<file path="config.mk">
export PLATFORM = sky130hd
export DESIGN_NAME = atm_ledger_arbiter
export DESIGN_NICKNAME = d
export VERILOG_FILES = /design/src/rtl/atm_pkg.sv /design/src/rtl/atm_rr_arb2.sv /design/src/rtl/atm_ledger_arbiter.sv
export SDC_FILE = /design/constraint.sdc
export NUM_CORES = 1
export LEC_CHECK = 0
export BUFFER_PORTS_ARGS = -buffer_cell sky130_fd_sc_hd__buf_2
export CELL_PAD_IN_SITES_DETAIL_PLACEMENT = 1
export CELL_PAD_IN_SITES_GLOBAL_PLACEMENT = 2
export CORE_ASPECT_RATIO = 2
export CORE_MARGIN = 5
export CORE_UTILIZATION = 39
export DETAILED_ROUTE_END_ITERATION = 7
export GPL_ROUTABILITY_DRIVEN = 0
export GPL_TIMING_DRIVEN = 0
export PLACE_DENSITY_LB_ADDON = 0.25
export SYNTH_ARGS = -nofsm -noshare
export SYNTH_HDL_FRONTEND = slang
export SYNTH_SLANG_ARGS = --single-unit
</file>
<file path="constraint.sdc">
create_clock -name clk -period 5.4 [get_ports clk]
set_input_delay 0.54 -clock clk [delete_from_list [all_inputs] [get_ports clk]]
set_output_delay 0.54 -clock clk [all_outputs]
set_load 0.02 [all_outputs]
</file>
<file path="src/rtl/atm_pkg.sv">
// Shared constants for the ATM ledger controller.
//   - Opcodes carried on req_op.
//   - Error codes returned on rsp_err.
//   - FSM state encoding used by atm_ledger_arbiter.
package atm_pkg;

  // Transaction opcodes.
  localparam logic [1:0] OP_NONE = 2'b00;
  localparam logic [1:0] OP_BAL  = 2'b01;
  localparam logic [1:0] OP_DEP  = 2'b10;
  localparam logic [1:0] OP_WDR  = 2'b11;

  // Response error codes.
  localparam logic [1:0] ERR_NONE  = 2'd0;
  localparam logic [1:0] ERR_BAD   = 2'd1;
  localparam logic [1:0] ERR_FUNDS = 2'd2;
  localparam logic [1:0] ERR_OVF   = 2'd3;

  // Controller FSM states.
  localparam logic [1:0] ST_IDLE = 2'd0;
  localparam logic [1:0] ST_READ = 2'd1;
  localparam logic [1:0] ST_EXEC = 2'd2;
  localparam logic [1:0] ST_RESP = 2'd3;

endpackage

</file>
<file path="src/rtl/atm_rr_arb2.sv">
// Two-way round-robin picker.
// Ports:
//   clk     in   rising-edge clock
//   reset   in   synchronous active-high reset; last grant starts at requester 1
//   req     in   request vector, one bit per requester
//   update  in   commit the current pick as the new last grant (ignored when req == 0)
//   pick    out  one-hot winner (0 when nothing is requested)
module atm_rr_arb2 (
  input  logic       clk,
  input  logic       reset,
  input  logic [1:0] req,
  input  logic       update,
  output logic [1:0] pick
);

  // Index of the requester granted most recently.
  logic last_grant_q;

  always_comb begin
    pick = 2'b00;
    if (req == 2'b11) begin
      // Tie: whoever was not served last goes first.
      pick = last_grant_q ? 2'b01 : 2'b10;
    end else begin
      pick = req;
    end
  end

  always_ff @(posedge clk) begin
    if (reset) begin
      last_grant_q <= 1'b1;
    end else if (update && (req != 2'b00)) begin
      last_grant_q <= pick[1];
    end
  end

endmodule

</file>
<file path="src/rtl/atm_ledger_arbiter.sv">
// Shared account-ledger controller for two ATM front-ends.
// Arbitrates round-robin between two requesters and serialises each transaction as a
// read-modify-write against a register ledger (IDLE -> READ -> EXEC -> RESP).
// Ports:
//   clk          in   rising-edge clock
//   reset        in   synchronous active-high reset; aborts any transaction in flight
//   req          in   per-requester request, held until ack
//   req_op       in   per-requester opcode (balance / deposit / withdraw / none)
//   req_acct     in   per-requester account index
//   req_amount   in   per-requester amount (ignored for balance)
//   grant        out  one-hot owner of the current transaction
//   busy         out  high whenever the controller is not idle
//   ack          out  one-hot, one-cycle completion pulse
//   rsp_ok       out  transaction succeeded (valid with ack)
//   rsp_err      out  error code (valid with ack)
//   rsp_balance  out  resulting balance, or unchanged balance on error (valid with ack)
module atm_ledger_arbiter
  import atm_pkg::*;
#(
  parameter int unsigned N_ACCOUNTS   = 4,
  parameter int unsigned AMT_W        = 16,
  parameter int unsigned INIT_BALANCE = 1000,
  localparam int unsigned ACCT_W      = (N_ACCOUNTS > 1) ? $clog2(N_ACCOUNTS) : 1
) (
  input  logic                        clk,
  input  logic                        reset,
  input  logic [1:0]                  req,
  input  logic [1:0][1:0]             req_op,
  input  logic [1:0][ACCT_W-1:0]      req_acct,
  input  logic [1:0][AMT_W-1:0]       req_amount,
  output logic [1:0]                  grant,
  output logic                        busy,
  output logic [1:0]                  ack,
  output logic                        rsp_ok,
  output logic [1:0]                  rsp_err,
  output logic [AMT_W-1:0]            rsp_balance
);

  logic [1:0]        state_q, state_d;
  logic [1:0]        grant_q;
  logic [1:0]        op_q;
  logic [ACCT_W-1:0] acct_q;
  logic [AMT_W-1:0]  amt_q;
  logic [AMT_W-1:0]  bal_q;
  logic [1:0]        ack_q;
  logic              rsp_ok_q;
  logic [1:0]        rsp_err_q;
  logic [AMT_W-1:0]  rsp_balance_q;

  logic [AMT_W-1:0]  ledger_q [N_ACCOUNTS];

  // ---------------------------------------------------------------------------
  // Arbitration
  // ---------------------------------------------------------------------------
  logic [1:0] pick;
  logic       arb_update;
  logic       win_idx;

  // The last-grant pointer only moves when a transaction is actually accepted.
  assign arb_update = (state_q == ST_IDLE);
  assign win_idx    = pick[1];

  atm_rr_arb2 u_arb (
    .clk    (clk),
    .reset  (reset),
    .req    (req),
    .update (arb_update),
    .pick   (pick)
  );

  // ---------------------------------------------------------------------------
  // Ledger read port and account range check
  // ---------------------------------------------------------------------------
  logic             acct_ok;
  logic [AMT_W-1:0] rd_bal;

  // Indices beyond N_ACCOUNTS are representable when N_ACCOUNTS is not a power of two.
  assign acct_ok = (32'(acct_q) < N_ACCOUNTS);

  always_comb begin
    rd_bal = '0;
    for (int unsigned i = 0; i < N_ACCOUNTS; i++) begin
      if (ACCT_W'(i) == acct_q) begin
        rd_bal = ledger_q[i];
      end
    end
  end

  // ---------------------------------------------------------------------------
  // Execute: evaluate the latched op against the fetched balance
  // ---------------------------------------------------------------------------
  logic [AMT_W:0]   sum;
  logic             ex_ok;
  logic [1:0]       ex_err;
  logic [AMT_W-1:0] ex_bal;
  logic             ex_we;

  always_comb begin
    // One extra bit so a deposit overflow shows up as the carry.
    sum    = {1'b0, bal_q} + {1'b0, amt_q};
    ex_ok  = 1'b0;
    ex_err = ERR_NONE;
    ex_bal = bal_q;
    ex_we  = 1'b0;
    if ((op_q == OP_NONE) || !acct_ok) begin
      ex_err = ERR_BAD;
    end else begin
      unique case (op_q)
        OP_BAL: begin
          ex_ok = 1'b1;
        end
        OP_DEP: begin
          if (sum[AMT_W]) begin
            ex_err = ERR_OVF;
          end else begin
            ex_ok  = 1'b1;
            ex_bal = sum[AMT_W-1:0];
            ex_we  = 1'b1;
          end
        end
        OP_WDR: begin
          if (amt_q > bal_q) begin
            ex_err = ERR_FUNDS;
          end else begin
            ex_ok  = 1'b1;
            ex_bal = bal_q - amt_q;
            ex_we  = 1'b1;
          end
        end
        default: begin
          ex_err = ERR_BAD;
        end
      endcase
    end
  end

  // ---------------------------------------------------------------------------
  // FSM next state
  // ---------------------------------------------------------------------------
  always_comb begin
    state_d = state_q;
    unique case (state_q)
      ST_IDLE: if (req != 2'b00) state_d = ST_READ;
      ST_READ: state_d = ST_EXEC;
      ST_EXEC: state_d = ST_RESP;
      ST_RESP: state_d = ST_IDLE;
      default: state_d = ST_IDLE;
    endcase
  end

  // ---------------------------------------------------------------------------
  // Transaction and response registers
  // ---------------------------------------------------------------------------
  always_ff @(posedge clk) begin
    if (reset) begin
      state_q       <= ST_IDLE;
      grant_q       <= '0;
      op_q          <= OP_NONE;
      acct_q        <= '0;
      amt_q         <= '0;
      bal_q         <= '0;
      ack_q         <= '0;
      rsp_ok_q      <= 1'b0;
      rsp_err_q     <= ERR_NONE;
      rsp_balance_q <= '0;
    end else begin
      state_q <= state_d;
      unique case (state_q)
        ST_IDLE: begin
          // Request fields are captured only here; later changes are ignored.
          if (req != 2'b00) begin
            grant_q <= pick;
            op_q    <= req_op[win_idx];
            acct_q  <= req_acct[win_idx];
            amt_q   <= req_amount[win_idx];
          end
        end
        ST_READ: begin
          bal_q <= acct_ok ? rd_bal : '0;
        end
        ST_EXEC: begin
          ack_q         <= grant_q;
          rsp_ok_q      <= ex_ok;
          rsp_err_q     <= ex_err;
          rsp_balance_q <= ex_bal;
        end
        ST_RESP: begin
          grant_q       <= '0;
          ack_q         <= '0;
          rsp_ok_q      <= 1'b0;
          rsp_err_q     <= ERR_NONE;
          rsp_balance_q <= '0;
        end
        default: ;
      endcase
    end
  end

  // ---------------------------------------------------------------------------
  // Ledger storage
  // ---------------------------------------------------------------------------
  always_ff @(posedge clk) begin
    if (reset) begin
      for (int unsigned i = 0; i < N_ACCOUNTS; i++) begin
        ledger_q[i] <= AMT_W'(INIT_BALANCE);
      end
    end else if ((state_q == ST_EXEC) && ex_we) begin
      for (int unsigned i = 0; i < N_ACCOUNTS; i++) begin
        if (ACCT_W'(i) == acct_q) begin
          ledger_q[i] <= ex_bal;
        end
      end
    end
  end

  assign grant       = grant_q;
  assign busy        = (state_q != ST_IDLE);
  assign ack         = ack_q;
  assign rsp_ok      = rsp_ok_q;
  assign rsp_err     = rsp_err_q;
  assign rsp_balance = rsp_balance_q;

endmodule

</file>
* Yosys cells after proc, flatten, opt, wreduce, memory -nomap -nowiden
Memory sizes are Yosys's and may differ from the RTL's. Index checks and enable logic that the tools add are counted. Widths: inputs -> output; s select.
Operators by class: add/subtract/negate cells 2, order comparisons 2, equal/unequal tests 11, multiplexer cells 56, bitwise operators 4, reduce and logical (&&, ||, !) cells 11
Operators with widths (count):
- $mux 16 | 13
- $pmux 16 s2 | 2
- $mux 1 | 22
- $mux 2 | 11
- $add 16x16->17 | 1
- $gt 16x16->1 | 1
- $sub 16x16->16 | 1
- $pmux 2 s2 | 3
- $eq 2x2->1 const B | 5
- $pmux 2 s4 | 1
- $reduce_bool 2->1 | 4
- $logic_not 2->1 | 3
- $pmux 2 s3 | 1
- $eq 2x1->1 const B | 2
- $eq 2x2->1 const A | 2
- $or 1x1->1 | 4
- $pmux 1 s2 | 2
- $reduce_and 2->1 | 2
- $pmux 1 s3 | 1
- $eq 1x2->1 const A | 1
- $logic_and 1x1->1 | 2
- $lt 1x2->1 const B | 1
- $ne 2x2->1 const B | 1
Word-level totals: register bits 62, memory bits (writable) 64, input bits 44, output and inout port bits 24, logic and storage cells 98, memories kept 1
Memories:
- ledger_q | words 4, bits a word 16, read ports 4, clocked after Yosys merged registers in 0, wr ports 4, line atm_ledger_arbiter.sv:50 | logic [AMT_W-1:0] ledger_q [N_ACCOUNTS];

* Logic depth before layout (Yosys ltp)
word-level depth 9, depth in mapped cells 13, gate-level depth less buffers 11

* Modules after synthesis
From an unflattened synthesis, not the netlist that was laid out.
Unflattened totals: cells, all modules 697, area total of the unflattened synthesis 7173.1 sq um
Modules (own cells, without submodules):
- atm_ledger_arbiter | times used 1, cells an instance 690, area an instance 7111.8 sq um, seq. area each 3143.0 sq um
- atm_rr_arb2 | times used 1, cells an instance 7, area an instance 61.3 sq um, seq. area each 20.0 sq um

* Least setup slack after synthesis
Ideal clock, no wire load.
kind reg2reg, start register amt_q[5], end memory ledger_q[2][0] (enable), setup time 414 ps, arrival time 3442 ps, data required time 4986 ps, setup slack 1544 ps, stages on the path, launching flop included 13, path buffers 3, period minus slack after synthesis 3856 ps, path through dfxtp_1 > inv_1 > ha_1 > buf_4 > inv_2 > a2111oi_4 > a21oi_2 > a211o_1 > a21oi_2 > buf_6 > nor2_8 > buf_6 > o31ai_1
RTL lines:
- start, declared | line atm_ledger_arbiter.sv:43 | logic [AMT_W-1:0] amt_q;
- start signal, assigned | line atm_ledger_arbiter.sv:175 | amt_q <= req_amount[win_idx];
- end, declared | line atm_ledger_arbiter.sv:50

==> results.md <==
Route
* 0 — number of DRC violations after detailed routing
* 5961 — via count
* 23200 um — drt total wl
* 5 — Initial DRT Pass Iterations
* 5.66 — via/cell ratio
* 22.0 um — DR WL/cell
* 261 — violation count after the first detailed-routing iteration
* 0 — number of routed nets with antenna violations

Critical path
* flop to flop — type of the setup path with the least slack
* 10 — top fanout value on the critical path
* 4.14 ns — signal arrival time at the worst endpoint
* flop — type of element launching the critical path
* flop — endpoint type of the worst setup path
* 5.57 ns — endpoint required time on the critical path

Yosys
* compound AO/OA/AOI/OAI gates — dominant combinational cell family by area after synthesis
* 64 — number of synthesized flops with an enable pin
* 0.176 — fraction of the mapped netlist area in compound gates
* 0.0671 — post-synthesis adder-cell area fraction
* 9.93 sq um — mean area per synthesized cell
* 0 — xor/xnor cell area share of the yosys netlist
* 73 — number of unique standard cell types used by synthesis
* 0 — post-synthesis async set-or-reset flop share
* 0 — total number of yosys warnings
* 126 — count of state elements after synthesis
* 818 — Synth Net Count
* sky130_fd_sc_hd__edfxtp_1 — leading register cell type out of synthesis
* 0.108 — post-synthesis mux area share
* 736 — Post-Synthesis Cells
* 0.168 — simple-gate share of the synthesized area
* 0.433 — sequential area share after synthesis
* 0.00731 sq mm — Post-Synthesis Cell Area

STA
* 252 MHz — Peak Freq
* 0 — number of slew-limit violations in the final report
* 0 ns — post-route setup TNS
* 1.05 ns — worst slew pin tran
* 0.298 — Max-Slew Margin vs Limit
* 3.97 ns — crit path time final
* 0.00884 ns — Setup Skew
* 0.735 — final worst path period share
* 0 — number of setup violations in the final report
* 0.454 ns — worst hold slack after final layout
* no — unrepaired setup endpoints after global routing
* 0 — Hold Violations, Final

Global routing
* 17 — largest net degree at the start of global routing
* 35800 um — wire length of the first global-routing pass
* 0 — antenna violations before repair
* 0 — overflow left after global routing
* 0.218 — global routing usage summed across all routing layers
* 6529 — number of global-route vias before repair

Finish
* 0.196 — fraction of layout instances using a drive strength above 1
* 905 — total number of nets in the final design
* sky130_fd_sc_hd__nor2_1 — most frequent standard cell in the layout excluding fill and tap cells
* 0 — Antenna Diode Count
* 2146 — fillcell total
* 17.4% — Area growth syn-to-layout
* sky130_fd_sc_hd__nor2_1 (112), sky130_fd_sc_hd__buf_2 (72), sky130_fd_sc_hd__edfxtp_1 (64) — commonest cells after routing, fill and taps aside

Pwr
* 4.74 mW — total power
* 0.468 — combinational power share
* 0.254 — fraction of power consumed by the clock network
* 2.70 mW — Cell Int Power
* 0.278 — sequential power share
* 3.24 nW — leakage power summed over all cells
* 0.430 — switching fraction of total power
* 2.04 mW — P_sw
* 0.439 mV — largest voltage drop on the vdd net
* 553 mW/mm^2 — total power per unit cell area

Clocking
* yes — TritonCTS clock tree
* 0.06 ns — CTS clk-pin slew, worst paths
* sky130_fd_sc_hd__clkbuf_16 — root buffer cell
* 0.42 ns — insertion delay to the later sink of the worst-skew pair
* 0 — hold bufs inserted after CTS
* 2 — worst-case clock buffer depth
* 126 — sink count of the clock tree
* 0 — post-CTS setup repair buffer count
* 4 — H-Tree Depth
* 17 — number of buffers created by CTS
* 0 — post-cts gate resize count

Floorplan
* 107 um — die span in x
* 0.0217 sq mm — die footprint
* 71 — num rows
* 0.392 — Initial Util
* 204 um — Vert. Die Dim
* 0.0187 sq mm — Core Region
* 68 — I/O pin count

Run
* 0 — max-cap violation count

Placement
* 19100 um — total half-perimeter wirelength after legalization and detailed placement
* 67 — count of input and output buffers

Run status
* complete, no violations — run status

Hold path
* primary input to flop — worst hold path class

[through the flow]
| stage | cells | worst slack (ns) | utilization | area [sq um] |
|---|---|---|---|---|
| finish | 1054 | 1.43 | 0.460 | 8580 |
| global route | 1054 | 1.15 | 0.460 | 8580 |
| CTS | 1054 | 1.45 | 0.460 | 8580 |
| detailed placement | 1023 | 1.47 | 0.427 | 7960 |
| global placement | 1022 | 0.488 | 0.424 | 7920 |
| floorplan | 736 | 1.54 | - | 7310 |
[cell type report]
class	instances	area (sq um)	share of cell area
Tap cell	219	274	0.0320
Inverter	39	146	0.0171
Sequential cell	126	3160	0.369
Multi-Input combinational cell	527	3830	0.446
Timing Repair Buffer	68	347	0.0404
Clock buffer	17	425	0.0496
Buffer	44	201	0.0235
Clock inverter	14	193	0.0225
[sequential cells by signal (all words and copies together), names as in the netlist, 2 cells and up]
signal       count
ledger_q        64
op_q             2
bal_q           16
rsp_balance     16
grant            2
rsp_err          2
ack              2
state_q          2
amt_q           16
acct_q           2
[power by group through the flow]
stage / Sequential [mW] / Combinational, mW / Clock, mW
6_report: 1.32 / 2.22 / 1.20
5_1_grt: 1.34 / 2.41 / 1.27
4_1_cts: 1.32 / 2.23 / 1.23
3_5_place_dp: 1.34 / 2.22 / 0
3_3_place_gp: 1.33 / 2.14 / 0
2_1_floorplan: 1.34 / 1.50 / 0
[worst max-delay path: stages, from the launching register on]
cell and delay (ns):
sky130_fd_sc_hd__dfxtp_1 0.38, sky130_fd_sc_hd__ha_1 0.18, sky130_fd_sc_hd__inv_1 0.06, sky130_fd_sc_hd__fa_1 0.42
sky130_fd_sc_hd__o21ba_1 0.23, sky130_fd_sc_hd__a2111o_1 0.49, sky130_fd_sc_hd__a21oi_2 0.33, sky130_fd_sc_hd__a211o_1 0.24
sky130_fd_sc_hd__a21oi_2 0.09, sky130_fd_sc_hd__o21ai_0 0.64, sky130_fd_sc_hd__o21ai_1 0.39, sky130_fd_sc_hd__buf_6 0.26
[path summary, 6_finish.rpt]
check | from | endpoint | slack, ns | cells after the start
hold reg to reg | rsp_err[1] | rsp_err[1] | 0.48 | 2
setup reg to reg | bal_q[0] | ledger_q[3][2] | 1.43 | 11
hold / removal | req[0] | grant[0] | 0.45 | 3
setup / recovery | bal_q[0] | ledger_q[3][2] | 1.43 | 11
[cells in the mapped netlist (all sizes together), types with 6 or more instances]
master / n / area [sq um]
nand2: 59 / 221
nor2: 113 / 440
and3: 14 / 87.6
o21ai: 34 / 174
a21oi: 45 / 244
nor4: 7 / 95.1
buf: 20 / 111
mux4: 16 / 360
nor2b: 6 / 37.5
clkbuf: 24 / 90.1
ha: 36 / 450
dfxtp: 62 / 1240
or2: 6 / 37.5
a211oi: 34 / 285
nor3: 12 / 71.3
mux2i: 43 / 430
inv: 39 / 146
o31ai: 8 / 60.1
nand3: 13 / 65.1
nand2b: 11 / 68.8
edfxtp: 64 / 1920
[metal layers]
| layer | vias up | global-route usage | wire, um |
|---|---|---|---|
| met1 | 2953 | 0.211 | 8230 |
| met3 | 45 | 0.0304 | 493 |
| li1 | 2867 | - | - |
| met5 | - | 0 | 0 |
| met4 | 0 | 0.123 | 1140 |
| met2 | 96 | 0.426 | 13300 |
[cell families (layout without fill, tap and decap cells)]
logic type	count (synthesis)	count (layout)
buffers and inverters	83	182
AOI/OAI and AO/OA	175	175
adders and majority gates	38	38
DFF	126	126
muxes	59	59
and+or+nand+nor	255	255
Power figures use the tool's default switching activity.
